--- config.mk ---
export PLATFORM = sky130hd
export DESIGN_NAME = icomp_decoder
export DESIGN_NICKNAME = d
export VERILOG_FILES = /design/src/rtl/icomp_pkg.sv /design/src/rtl/icomp_pair_walker.sv /design/src/rtl/icomp_decoder.sv
export SDC_FILE = /design/constraint.sdc
export NUM_CORES = 1
export LEC_CHECK = 0
export BUFFER_PORTS_ARGS = -buffer_cell sky130_fd_sc_hd__buf_2
export CORE_MARGIN = 2
export CORE_UTILIZATION = 50
export DETAILED_ROUTE_END_ITERATION = 6
export GPL_TIMING_DRIVEN = 0
export HOLD_SLACK_MARGIN = 0.03
export PLACE_DENSITY = 0.72
export SYNTH_ARGS = -nofsm -noshare
export SYNTH_HDL_FRONTEND = slang
export SYNTH_SLANG_ARGS = --single-unit
--- constraint.sdc ---
create_clock -name clk -period 7.4 [get_ports clk]
set_input_delay 1.48 -clock clk [delete_from_list [all_inputs] [get_ports clk]]
set_output_delay 1.48 -clock clk [all_outputs]
set_load 0.005 [all_outputs]
--- src/rtl/icomp_pkg.sv ---
// icomp_pkg: shared constants, state encoding and helpers for the identity
// comparator decoder. Pair count and counter widths are derived here so the
// top and the pair walker size their counters identically.
`timescale 1ns/1ps
package icomp_pkg;

  // Bit positions inside one lt/eq/gt triple
  localparam int TRI_LT = 0;
  localparam int TRI_EQ = 1;
  localparam int TRI_GT = 2;

  typedef enum logic [1:0] {
    IDLE = 2'd0,
    SCAN = 2'd1,
    DONE = 2'd2
  } icomp_dec_state_e;

  // Number of unordered bit pairs in a w-bit word
  function automatic int npairs(input int w);
    return w * (w - 1) / 2;
  endfunction

  // Counter width able to index n items, never narrower than one bit
  function automatic int cnt_bits(input int n);
    return (n > 1) ? $clog2(n) : 1;
  endfunction

  // Legal comparator triple for the ordered bit pair (a, b)
  function automatic logic [2:0] exp_triple(input bit a, input bit b);
    logic [2:0] t;
    t = 3'b000;
    if (a == b) t[TRI_EQ] = 1'b1;
    else if (!a) t[TRI_LT] = 1'b1;
    else t[TRI_GT] = 1'b1;
    return t;
  endfunction

endpackage

--- src/rtl/icomp_pair_walker.sv ---
// icomp_pair_walker: enumerates bit pairs (j,i), j<i, in j-major order with a
// linear pair index k. Restarts at (0,1) on start, advances on step, and
// parks on the last pair instead of wrapping.
`timescale 1ns/1ps
module icomp_pair_walker
  import icomp_pkg::*;
#(
  parameter int WIDTH = 6,
  parameter int KW    = cnt_bits(npairs(WIDTH)),
  parameter int JW    = cnt_bits(WIDTH)
) (
  input  logic          clk,
  input  logic          rst_n,
  input  logic          start,
  input  logic          step,
  output logic [KW-1:0] k,
  output logic [JW-1:0] j,
  output logic [JW-1:0] i,
  output logic          last
);

  localparam int P = npairs(WIDTH);

  logic [KW-1:0] k_q, k_d;
  logic [JW-1:0] j_q, j_d;
  logic [JW-1:0] i_q, i_d;

  assign k    = k_q;
  assign j    = j_q;
  assign i    = i_q;
  assign last = (k_q == KW'(P - 1));

  // Next pair: restart on start, otherwise advance until the last pair
  always_comb begin
    k_d = k_q;
    j_d = j_q;
    i_d = i_q;
    if (start) begin
      k_d = '0;
      j_d = '0;
      i_d = JW'(1);
    end else if (step && !last) begin
      k_d = k_q + 1'b1;
      if (i_q == JW'(WIDTH - 1)) begin
        j_d = j_q + 1'b1;
        i_d = j_q + JW'(2);
      end else begin
        i_d = i_q + 1'b1;
      end
    end
  end

  // Pair position registers
  always_ff @(posedge clk or negedge rst_n) begin
    if (!rst_n) begin
      k_q <= '0;
      j_q <= '0;
      i_q <= JW'(1);
    end else begin
      k_q <= k_d;
      j_q <= j_d;
      i_q <= i_d;
    end
  end

endmodule

--- src/rtl/icomp_decoder.sv ---
// icomp_decoder: sequential inverse of the identity comparator. Walks one
// pair per cycle, rebuilding r = A xor A[0] from the j=0 pairs, learning the
// A[0] polarity from the first lt/gt, and cross-checking every j>0 pair.
// Optional build macro ICOMP_DEC_EARLY_ABORT_EN: jump to DONE on the first
// cycle that detects an error instead of scanning the remaining pairs.
`timescale 1ns/1ps
module icomp_decoder
  import icomp_pkg::*;
#(
  parameter int WIDTH = 6
) (
  input  logic                          clk,
  input  logic                          rst_n,
  input  logic                          in_valid,
  output logic                          in_ready,
  input  logic [3*npairs(WIDTH)-1:0]    in_vec,
  output logic                          out_valid,
  input  logic                          out_ready,
  output logic [WIDTH-1:0]              out_a,
  output logic                          out_ambig,
  output logic                          out_err
);

  localparam int P  = npairs(WIDTH);
  localparam int KW = cnt_bits(P);
  localparam int JW = cnt_bits(WIDTH);

  icomp_dec_state_e state_q, state_d;
  logic [3*P-1:0]   vec_q, vec_d;
  logic [WIDTH-1:0] r_q, r_d;
  logic             a0_known_q, a0_known_d;
  logic             a0_q, a0_d;
  logic             err_q, err_d;

  logic             accept_w;
  logic             step_w;
  logic [KW-1:0]    k_w;
  logic [JW-1:0]    j_w;
  logic [JW-1:0]    i_w;
  logic             last_w;
  logic [2:0]       tri_w;
  logic [2:0]       exp_w;
  logic             onehot_w;
  logic             err_now_w;
  logic [2:0]       tri_arr [P];

  // Split the captured vector into per-pair triples
  for (genvar gi = 0; gi < P; gi++) begin : g_tri
    assign tri_arr[gi] = vec_q[3*gi +: 3];
  end

  assign accept_w = (state_q == IDLE) && in_valid;
  assign step_w   = (state_q == SCAN);

  icomp_pair_walker #(
    .WIDTH (WIDTH),
    .KW    (KW),
    .JW    (JW)
  ) u_walker (
    .clk   (clk),
    .rst_n (rst_n),
    .start (accept_w),
    .step  (step_w),
    .k     (k_w),
    .j     (j_w),
    .i     (i_w),
    .last  (last_w)
  );

  assign in_ready  = (state_q == IDLE);
  assign out_valid = (state_q == DONE);
  assign out_err   = (state_q == DONE) && err_q;
  // An error-free vector with A[0] never pinned down can only be all-equal
  assign out_ambig = (state_q == DONE) && !a0_known_q && !err_q;
  assign out_a     = (state_q == DONE) ? (r_q ^ {WIDTH{a0_q}}) : '0;

  // Next-state and per-pair decode/check
  always_comb begin
    state_d    = state_q;
    vec_d      = vec_q;
    r_d        = r_q;
    a0_known_d = a0_known_q;
    a0_d       = a0_q;
    err_d      = err_q;
    err_now_w  = 1'b0;
    tri_w      = tri_arr[k_w];
    onehot_w   = (tri_w == 3'b001) || (tri_w == 3'b010) || (tri_w == 3'b100);
    // j>0 pairs come after every j=0 pair, so r and the polarity are final
    exp_w      = exp_triple(r_q[j_w] ^ a0_q, r_q[i_w] ^ a0_q);
    case (state_q)
      IDLE: begin
        if (in_valid) begin
          vec_d      = in_vec;
          r_d        = '0;
          a0_known_d = 1'b0;
          a0_d       = 1'b0;
          err_d      = 1'b0;
          state_d    = SCAN;
        end
      end
      SCAN: begin
        if (!onehot_w) err_now_w = 1'b1;
        if (j_w == '0) begin
          r_d[i_w] = tri_w[TRI_LT] | tri_w[TRI_GT];
          if (onehot_w && !tri_w[TRI_EQ]) begin
            if (a0_known_q) begin
              if (a0_q != tri_w[TRI_GT]) err_now_w = 1'b1;
            end else begin
              a0_known_d = 1'b1;
              a0_d       = tri_w[TRI_GT];
            end
          end
        end else if (tri_w != exp_w) begin
          err_now_w = 1'b1;
        end
        if (err_now_w) err_d = 1'b1;
        if (last_w) state_d = DONE;
`ifdef ICOMP_DEC_EARLY_ABORT_EN
        if (err_now_w) state_d = DONE;
`else
`endif
      end
      DONE: begin
        if (out_ready) state_d = IDLE;
      end
      default: state_d = IDLE;
    endcase
  end

  // Decoder state registers
  always_ff @(posedge clk or negedge rst_n) begin
    if (!rst_n) begin
      state_q    <= IDLE;
      vec_q      <= '0;
      r_q        <= '0;
      a0_known_q <= 1'b0;
      a0_q       <= 1'b0;
      err_q      <= 1'b0;
    end else begin
      state_q    <= state_d;
      vec_q      <= vec_d;
      r_q        <= r_d;
      a0_known_q <= a0_known_d;
      a0_q       <= a0_d;
      err_q      <= err_d;
    end
  end

endmodule

==> results.md, run 1 <==
* Status: finished, final reports clean
* DPL Wire Length at about 5800 µm
* Pleak at approximately 2.1 nW
* Clock Skew at about 0.0084 ns
* Crit path from: u_walker.i[0]
* Post-synth EDFFs at 0
* Worst EP required at between 7 and 8 ns
* # nets final at between 500 and 600
* Number of buffers created by CTS at 9
* Tightest Pin Transition at 0.833 ns
* Worst Path Arrival at 3.38 ns
* Reg2reg path depth at 11
* PortBufs at 58
* Post-Syn Area per Cell at between 9 and 10 µm²
* VDD IR max at between 0.2 and 0.25 mV
* Clk buf depth at 2
* Initial antenna violation count at 0
* Core area at between 6000 and 7000 µm²
* Slowest CP cell: mux4_2
* Clock-pin slew on the worst setup and hold paths at 0.08 ns
* Die extent in x at about 90 µm
* Vias in the first global route at approximately 2900
* Final Wtd Congestion at approximately 0.88
* DP Area at 4030 µm²
* Drt pass-1 iters at 4
* Starting Density at 0.523
* Die ar. at between 7000 and 8000 µm²
* # rows at 30
* First-pass GRT wire length at between 10000 and 15000 µm
* Routed len/inst at between 10 and 15 µm
* Final min period at about 3.1 ns
* CTS sink cnt at 66
* HP Class: reg2reg
* Max cap viols at 0
* H-tree levels at 3
* Hold Crit Start: vec_q[17]
* Flop2flop setup slack at roughly 4.3 ns
* Worst R2R Start: u_walker.i[0]
* Cell area after synthesis at ~3600 µm²
* Final hold vios at 0
* Maximum clock frequency at about 320 MHz
* Buffer count from post-CTS setup fixing at 0
* Worst Setup Path Type: reg2reg
* PD cells at 464 nW/µm²
* CTS tree: built
* Ant. Diodes at 0
* Register area share after synthesis at 0.457
* Total congestion overflow at 0
* Critical Path End Type: flop
* Worst Setup Start Kind: flop
* Clock root cell: clkbuf_8
* # IOs at slightly below 60
* Gr usage total at 0.229
* Post-Syn Instances at 398
* Resized cells post-CTS at 0
* Layout area overhead at 17.4%
* Vias per cell at approximately 5.2
* Slew Limit Headroom at 0.444
* Routed via count at just under 3000
* Worst path cell trace: clkbuf_1, mux4_2, nand2_1, o31a_1, xnor2_1, inv_1, ha_1, or3_2, nand4_1, a21oi_1, o221ai_1
* Syn Nets at 455
* RSZ-0062 raised after global routing: no
* Slew Limit Fails at 0
* Final setup fails at 0
* Worst skew pair latency at about 0.35 ns
* Post-route ant nets at 0
* Synthesized flop and latch total at 66
* Prevailing post-synth register cell: dfrtp_1
* CP Max Fanout at 10
* Share of synthesized registers carrying an async set or reset at 1.00
* Period utilization at 0.422
* Final Core Density at 0.615
* Final instance area at between 4000 and 5000 µm²
* WL final at between 8000 and 9000 µm
* Die H at about 90 µm
* Critical Path Sink: err_q
* TNS Setup at 0 ns
* DR iter-0 viols at roughly 180
* Residual DRC at 0
* Reg-to-reg endpoint: err_q
* Hold-fix buffers, CTS at 0
* Synth warn at 0
* Pin count of the biggest net entering global routing at between 60 and 70
* CP max stage delay at 0.57 ns
* Layout cells sized above 1 at 0.199
* Unique masters post-synth at 50
==> layout make-up <==
class | instances | area, µm²
repair buffers | 58 | 293
inverters | 9 | 33.8
clock buffers | 9 | 124
multi-input cells | 301 | 1800
well taps | 96 | 120
clock inverters | 7 | 93.8
fillers | 627 | 2660
plain buffers | 22 | 124
flip-flops and latches | 66 | 1650
==> where the power goes <==
| group | switching, mW | internal [mW] | leakage [nW] | total (mW) |
|---|---|---|---|---|
| clock | 0.148 | 0.189 | 0.105 | 0.336 |
| combinational | 0.541 | 0.451 | 1.22 | 0.991 |
| sequential | 0.112 | 0.529 | 0.820 | 0.640 |
| total | 0.800 | 1.17 | 2.15 | 1.97 |
==> layout by cell type, fill, tap and decap left out, drive strengths merged, types with 2 or more instances in the layout <==
master,instances
nand2,152
buf,67
dfrtp,65
nor2,24
clkbuf,22
mux2i,19
o21ai,12
xnor2,10
mux4,9
inv,8
ha,8
xor2,7
nand2b,6
nand3,6
nor3,4
a21oi,4
and2,4
clkinv,4
nor2b,3
nor3b,3
a211oi,3
nand3b,2
o211ai,2
mux2,2
nand4,2
bufinv,2
clkinvlp,2
or3,2
or4,2
==> state kept, by name, summed over array words and instances (netlist names) <==
signal / flops
vec_q: 45
r_q: 6
u_walker.k: 4
u_walker.i: 3
u_walker.j: 3
state_q: 2
a0_known_q: 1
a0_q: 1
err_q: 1
==> metrics by stage <==
| stage | hold WS [ns] | power, mW | setup slack, ns | std cells |
|---|---|---|---|---|
| after CTS | 0.477 | 1.98 | 4.29 | 568 |
| final | 0.469 | 1.97 | 4.28 | 568 |
| after floorplan | 0.437 | 1.40 | 4.64 | 398 |
| after global placement | 0.449 | 1.60 | 4.44 | 552 |
| after detailed placement | 0.459 | 1.63 | 4.38 | 552 |
| after global routing | 0.493 | 2.14 | 4.13 | 568 |
==> routing by layer <==
layer / share of wire / routed length [µm] / GRT usage / vias up
met2: 0.48 / 3920 / 0.358 / 81
met4: 0.018 / 144 / 0.0963 / 0
met5: 0 / 0 / 0 / -
li1: - / - / - / 1456
met3: 0.053 / 435 / 0.0545 / 13
met1: 0.45 / 3710 / 0.308 / 1414
==> synthesized netlist by cell type (all sizes together) (3+ instances only) <==
| cell | number | area [µm²] |
|---|---|---|
| and2 | 4 | 26.3 |
| nor2b | 3 | 18.8 |
| nor2 | 24 | 90.1 |
| a211oi | 3 | 22.5 |
| nand2 | 152 | 571 |
| nand2b | 6 | 37.5 |
| a21oi | 4 | 20.0 |
| nor3b | 3 | 22.5 |
| xnor2 | 10 | 87.6 |
| mux4 | 9 | 218 |
| dfrtp | 65 | 1630 |
| buf | 9 | 75.1 |
| nand3 | 6 | 30.0 |
| inv | 8 | 30.0 |
| mux2i | 19 | 190 |
| ha | 8 | 100 |
| nor3 | 4 | 20.0 |
| xor2 | 7 | 61.3 |
| clkbuf | 13 | 48.8 |
| o21ai | 12 | 60.1 |
==> cells by family after synthesis <==
group                    count (synthesis)  share of synthesized area
buffers and inverters                   31                     0.0436
multiplexers                            30                      0.119
flip-flops                              66                      0.457
AND/OR/NAND/NOR                        215                      0.254
adder cells (fa/ha/maj)                  8                     0.0277
XOR/XNOR                                17                     0.0412
AO/OA/AOI/OAI                           31                     0.0568
==> worst min path at each step <==
stage | cells after the start | slack [ns] | endpoint
4_1_cts | 2 | 0.48 | vec_q[17]
2_1_floorplan | 2 | 0.44 | vec_q[11]
6_report | 2 | 0.47 | vec_q[17]
5_1_grt | 2 | 0.49 | vec_q[25]
3_3_place_gp | 2 | 0.45 | vec_q[23]
3_5_place_dp | 2 | 0.46 | vec_q[17]
==> worst max-delay path, delay by kind of cell, from the launching register on <==
kind	cells	cell delay [ns]
adders and majority gates	1	0.23
DFF	1	0.55
muxes	1	0.57
AOI/OAI and AO/OA	3	0.36
buffers and inverters	2	0.50
and+or+nand+nor	3	0.66
xor gates and xnor gates	1	0.17
No activity file was read; power rests on OpenSTA's default activity.
==> run 2: changes to the inputs <==
--- a/config.mk
+++ b/config.mk
@@ -11,7 +11,7 @@
 export DETAILED_ROUTE_END_ITERATION = 6
 export GPL_TIMING_DRIVEN = 0
 export HOLD_SLACK_MARGIN = 0.03
-export PLACE_DENSITY = 0.72
+export PLACE_DENSITY = 0.75
 export SYNTH_ARGS = -nofsm -noshare
 export SYNTH_HDL_FRONTEND = slang
 export SYNTH_SLANG_ARGS = --single-unit
==> constraint.sdc (replaced) <==
create_clock -name clk -period 2.75 [get_ports clk]
set_input_delay 0.55 -clock clk [delete_from_list [all_inputs] [get_ports clk]]
set_output_delay 0.55 -clock clk [all_outputs]
set_load 0.005 [all_outputs]
==> results.md, run 2 (synthesis results as in run 1) <==
* Internal at between 3 and 4 mW
* Final setup fails at 0
* Clock-pin slew on the worst setup and hold paths at 0.08 ns
* Drt pass-1 iters at 4
* NetSw at about 2.3 mW
* Commonest non-fill, non-tap cell in the layout: nand2_1
* Worst Setup Start Kind: flop
* PortBufs at 58
* PD cells at between 1000 and 1500 nW/µm²
* Period utilization at 0.949
* Layout area overhead at 19.2%
* Routed via count at 2986
* Worst EP required at 3.01 ns
* Clock power share at 0.170
* Clk buf depth at 2
* VDD IR max at between 0.5 and 0.6 mV
* Vias in the first global route at 2893
* Initial antenna violation count at 0
* Core area at about 6900 µm²
* Slew Limit Headroom at 0.432
* Status: finished, final reports clean
* Most frequent cells in the layout: nand2_1 (152), dfrtp_1 (64), buf_2 (59), nor2_1 (24), mux2i_1 (18)
* Final hold vios at 0
* Final Wtd Congestion at roughly 0.85
* WL final at 8480 µm
* Starting Density at 0.523
* Tot Pwr at 5.50 mW
* Max reg flops at 45
* Pleak at 2.17 nW
* DPL Wire Length at between 5000 and 6000 µm
* Clock root cell: clkbuf_8
* DR iter-0 viols at around 220
* Tightest Pin Transition at 0.853 ns
* Total congestion overflow at 0
* Final min period at between 2 and 3 ns
* Gr usage total at 0.232
* Worst skew pair latency at between 0.3 and 0.4 ns
* Ant. Diodes at 0
* CTS tree: built
* Post-route ant nets at 0
* Layout cells sized above 1 at 0.219
* H-tree levels at 3
* Die H at between 80 and 90 µm
* # nets final at about 530
* Final WS setup at between 0.1 and 0.15 ns
* Final Core Density at 0.624
* Maximum clock frequency at 383 MHz
* HP Class: in2async
* Post-place setup slack at -0.134 ns
* Number of buffers created by CTS at 9
* Biggest register: vec_q
* Routed len/inst at approximately 15 µm
* # IOs at between 50 and 60
* First-pass GRT wire length at roughly 14000 µm
* Worst path cell trace: mux4_2, nand2_1, o31a_1, xnor2_2, inv_2, ha_4, or3_2, nand4_1, a21oi_2, o221ai_2
* Worst Setup Path Type: reg2reg
* Die ar. at 7930 µm²
* Die extent in x at roughly 89 µm
* CP Max Fanout at 3
* Worst Path Arrival at approximately 2.9 ns
* CP max stage delay at 0.55 ns
* CTS sink cnt at between 60 and 70
* Residual DRC at 0
* TNS Setup at 0 ns
* Share of power burned in registers at 0.314
* Clock Skew at ~0.0088 ns
* # rows at 30
* Slew Limit Fails at 0
* Critical Path End Type: flop
* Slowest CP cell: dfstp_2
* Pin count of the biggest net entering global routing at 67
* RSZ-0062 raised after global routing: no
* Max cap viols at 0
* Sw frac at 0.411
* Vias per cell at approximately 5.2
* Comb pwr share at 0.515
[run 2: final timing paths]
path	from	end	slack [ns]	cells after the start
max in group asynchronous	rst_n	u_walker.j[0]	1.84	1
worst max-delay path	u_walker.i[0]	err_q	0.14	10
worst max register to register	u_walker.i[0]	err_q	0.14	10
worst min-delay path	rst_n	r_q[4]	0.28	1
min in group clk	in_vec[29]	vec_q[29]	0.38	3
worst min register to register	vec_q[5]	vec_q[5]	0.47	2
[run 2: timing repair]
action	4_1_cts	5_1_grt
pin swaps	0	2
gates resized for setup	0	8
hold buffers	0	0
buffers inserted	1	2
endpoints found under the setup margin	1	2
[run 2: worst max-delay path: cells and delay by family, from the launching register on]
| family | cells | cell delay [ns] |
|---|---|---|
| AO/OA/AOI/OAI | 3 | 0.42 |
| XOR/XNOR | 1 | 0.15 |
| AND/OR/NAND/NOR | 3 | 0.66 |
| multiplexers | 1 | 0.49 |
| flip-flops | 1 | 0.55 |
| buffers and inverters | 1 | 0.08 |
| adder cells (fa/ha/maj) | 1 | 0.17 |
[run 2: final cells by class]
class,count,area [µm²]
fillers,604,2600
multi-input cells,301,1840
flip-flops and latches,66,1650
repair buffers,61,315
clock buffers,10,138
plain buffers,21,120
well taps,96,120
clock inverters,6,88.8
inverters,9,33.8
[run 2: metrics by stage]
step	cells	hold slack [ns]	area, µm²
after floorplan	398	0.254	3620
after global placement	552	0.450	4030
after detailed placement	552	0.456	4030
after CTS	568	0.341	4260
after global routing	570	0.373	4310
final	570	0.281	4310
[run 2: power by group through the flow]
stage	Sequential, mW	Clock, mW	Combinational (mW)
finish	1.73	0.937	2.84
CTS	1.73	0.953	2.70
floorplan	1.64	0	2.12
detailed placement	1.74	0	2.67
global placement	1.72	0	2.56
global route	1.78	0.991	3.16
[run 2: layer usage]
layer	up-vias	GRT usage	routed length, µm
met2	91	0.387	4110
met4	0	0.0950	155
met1	1426	0.300	3770
li1	1455	-	-
met3	14	0.0425	448
met5	-	0	0
==> run 3: changes to the inputs <==
--- a/config.mk
+++ b/config.mk
@@ -5,13 +5,14 @@
 export SDC_FILE = /design/constraint.sdc
 export NUM_CORES = 1
 export LEC_CHECK = 0
-export BUFFER_PORTS_ARGS = -buffer_cell sky130_fd_sc_hd__buf_2
+export BUFFER_PORTS_ARGS = -buffer_cell sky130_fd_sc_hd__buf_4
 export CORE_MARGIN = 2
 export CORE_UTILIZATION = 50
 export DETAILED_ROUTE_END_ITERATION = 6
 export GPL_TIMING_DRIVEN = 0
 export HOLD_SLACK_MARGIN = 0.03
-export PLACE_DENSITY = 0.75
+export PLACE_DENSITY = 0.72
+export RECOVER_POWER = 25
 export SYNTH_ARGS = -nofsm -noshare
 export SYNTH_HDL_FRONTEND = slang
 export SYNTH_SLANG_ARGS = --single-unit
==> constraint.sdc (replaced) <==
create_clock -name clk -period 3 [get_ports clk]
set_input_delay 0.6 -clock clk [delete_from_list [all_inputs] [get_ports clk]]
set_output_delay 0.6 -clock clk [all_outputs]
set_load 0.005 [all_outputs]
==> results.md, run 3 (synthesis results as in run 1) <==
* Internal at 2.75 mW
* Core area at between 6000 and 7000 µm²
* Reg2reg path depth at 10
* Most frequent cells in the layout: nand2_1 (152), dfrtp_1 (65), buf_4 (57), nor2_1 (24), mux2i_1 (19)
* Max reg flops at 45
* PortBufs at 58
* Post-route ant nets at 0
* DR iter-0 viols at between 150 and 200
* DPL Wire Length at between 5000 and 6000 µm
* Worst Setup Start Kind: flop
* CTS sink cnt at 66
* Number of buffers created by CTS at 9
* Status: complete, but fails checks
* CP Max Fanout at 12
* Critical Path End Type: flop
* Final min period at about 2.8 ns
* Clock power share at 0.142
* VDD IR max at around 0.46 mV
* Drt pass-1 iters at 4
* Die extent in x at slightly below 90 µm
* Worst Setup Path Type: reg2reg
* Failing checks: capacitance limit, slew limit
* Ant. Diodes at 0
* Worst path cell trace: mux4_2, nand2_1, o31a_1, xnor2_1, inv_1, ha_1, or3_2, nand4_1, a21oi_1, o221ai_1
* Worst path top cell family by delay: flip-flops
* Hold Slack at around 0.43 ns
* Pleak at 2.17 nW
* Total congestion overflow at 0
* Final hold vios at 0
* Maximum clock frequency at 359 MHz
* Slew Limit Fails at 67
* # IOs at between 50 and 60
* Clock root cell: clkbuf_8
* Sw frac at 0.417
* Cell depth of the worst setup path at 10
* H-tree levels at 3
* Routed len/inst at 14.4 µm
* First-pass GRT wire length at roughly 14000 µm
* Tot Pwr at between 4 and 5 mW
* # rows at 30
* Slowest CP cell: dfstp_2
* Vias in the first global route at roughly 3000
* Clock Skew at 0.00780 ns
* NetSw at about 2.0 mW
* Buffer count from post-CTS setup fixing at 0
* Slew Limit Headroom at -0.112
* Starting Density at 0.523
* Die ar. at around 7900 µm²
* Hold depth at 3
* Final Wtd Congestion at 0.893
* DP Area at 4170 µm²
* Clk buf depth at 2
* Die H at about 90 µm
* Worst skew pair latency at about 0.35 ns
* WL final at 8190 µm
* Share of power burned in registers at 0.340
* CTS tree: built
* Period utilization at 0.929
* Final instance area at between 4000 and 5000 µm²
* Worst Path Arrival at roughly 3.1 ns
* Routed via count at approximately 3000
* Crit path buf inv count at 1
* HP Class: in2reg
* Final setup fails at 0
* Max cap viols at 1
* Residual DRC at 0
* Pin count of the biggest net entering global routing at between 60 and 70
* Clock-pin slew on the worst setup and hold paths at ~0.070 ns
* CP max stage delay at between 0.6 and 0.7 ns
* Worst EP required at ~3.3 ns
* # nets final at ~520
* RSZ-0062 raised after global routing: no
* Gr usage total at 0.229
* Vias per cell at around 5.2
* Comb pwr share at 0.518
* Layout cells sized above 1 at 0.197
* PD cells at 1090 nW/µm²
* Biggest register: vec_q
* Final Core Density at 0.628
* Layout area overhead at 19.9%
* Tightest Pin Transition at 1.67 ns
* Initial antenna violation count at 0
* Hold-fix buffers, CTS at 0
* Commonest non-fill, non-tap cell in the layout: nand2_1
[run 3: cell count changes in the layout (fill, tap and decap cells not counted), sizes merged]
cell,before,now
buf,70,66
inv,9,8
bufinv,2,0
clkbuf,22,24
clkinv,2,4
[run 3: metrics by stage]
stage / instances / worst slack (ns) / setup TNS (ns)
floorplan: 398 / 0.238 / 0
global placement: 552 / 0.0466 / 0
CTS: 567 / 0.243 / 0
finish: 567 / 0.214 / 0
detailed placement: 552 / -0.0139 / -0.0139
global route: 567 / 0.138 / 0
[run 3: final timing paths]
path | start | end | slack (ns)
max | u_walker.i[0] | err_q | 0.21
min | in_vec[36] | vec_q[36] | 0.43
max reg2reg | u_walker.i[0] | err_q | 0.21
min reg2reg | vec_q[11] | vec_q[11] | 0.47
max in group asynchronous | rst_n | vec_q[25] | 1.33
min in group asynchronous | rst_n | u_walker.j[2] | 0.66
[run 3: routing by layer]
layer / vias to the layer above / global-route usage / wire, µm
met5: - / 0 / 0
met4: 0 / 0.104 / 111
met3: 12 / 0.0397 / 396
met2: 73 / 0.388 / 4080
met1: 1389 / 0.288 / 3600
li1: 1453 / - / -
[run 3: power by group through the flow]
| stage | Combinational, mW | Sequential, mW | Clock, mW |
|---|---|---|---|
| 5_1_grt | 2.75 | 1.65 | 0.716 |
| 3_5_place_dp | 2.47 | 1.59 | 0 |
| 6_report | 2.44 | 1.60 | 0.671 |
| 3_3_place_gp | 2.39 | 1.58 | 0 |
| 2_1_floorplan | 1.95 | 1.51 | 0 |
| 4_1_cts | 2.46 | 1.60 | 0.675 |
[run 3: final cells by class]
cell class	count	area (µm²)
multi-input combinational	301	1800
sequential	66	1650
clock buffer	11	141
clock inverter	5	30.0
tap	96	120
fill	639	2570
inverter	9	33.8
timing repair buffer	58	433
buffer	21	120
[run 3: worst reg2reg max path: cells and delay by family, from the launching register on]
family                   cells  cell delay, ns
adder cells (fa/ha/maj)      1            0.22
multiplexers                 1            0.54
buffers and inverters        1            0.08
AO/OA/AOI/OAI                3            0.35
XOR/XNOR                     1            0.18
flip-flops                   1            0.68
AND/OR/NAND/NOR              3            0.66
[run 3: timing repair]
item,4_1_cts,5_1_grt
setup endpoints to repair,1,0
gates resized for setup,0,0
hold endpoints to repair,0,0
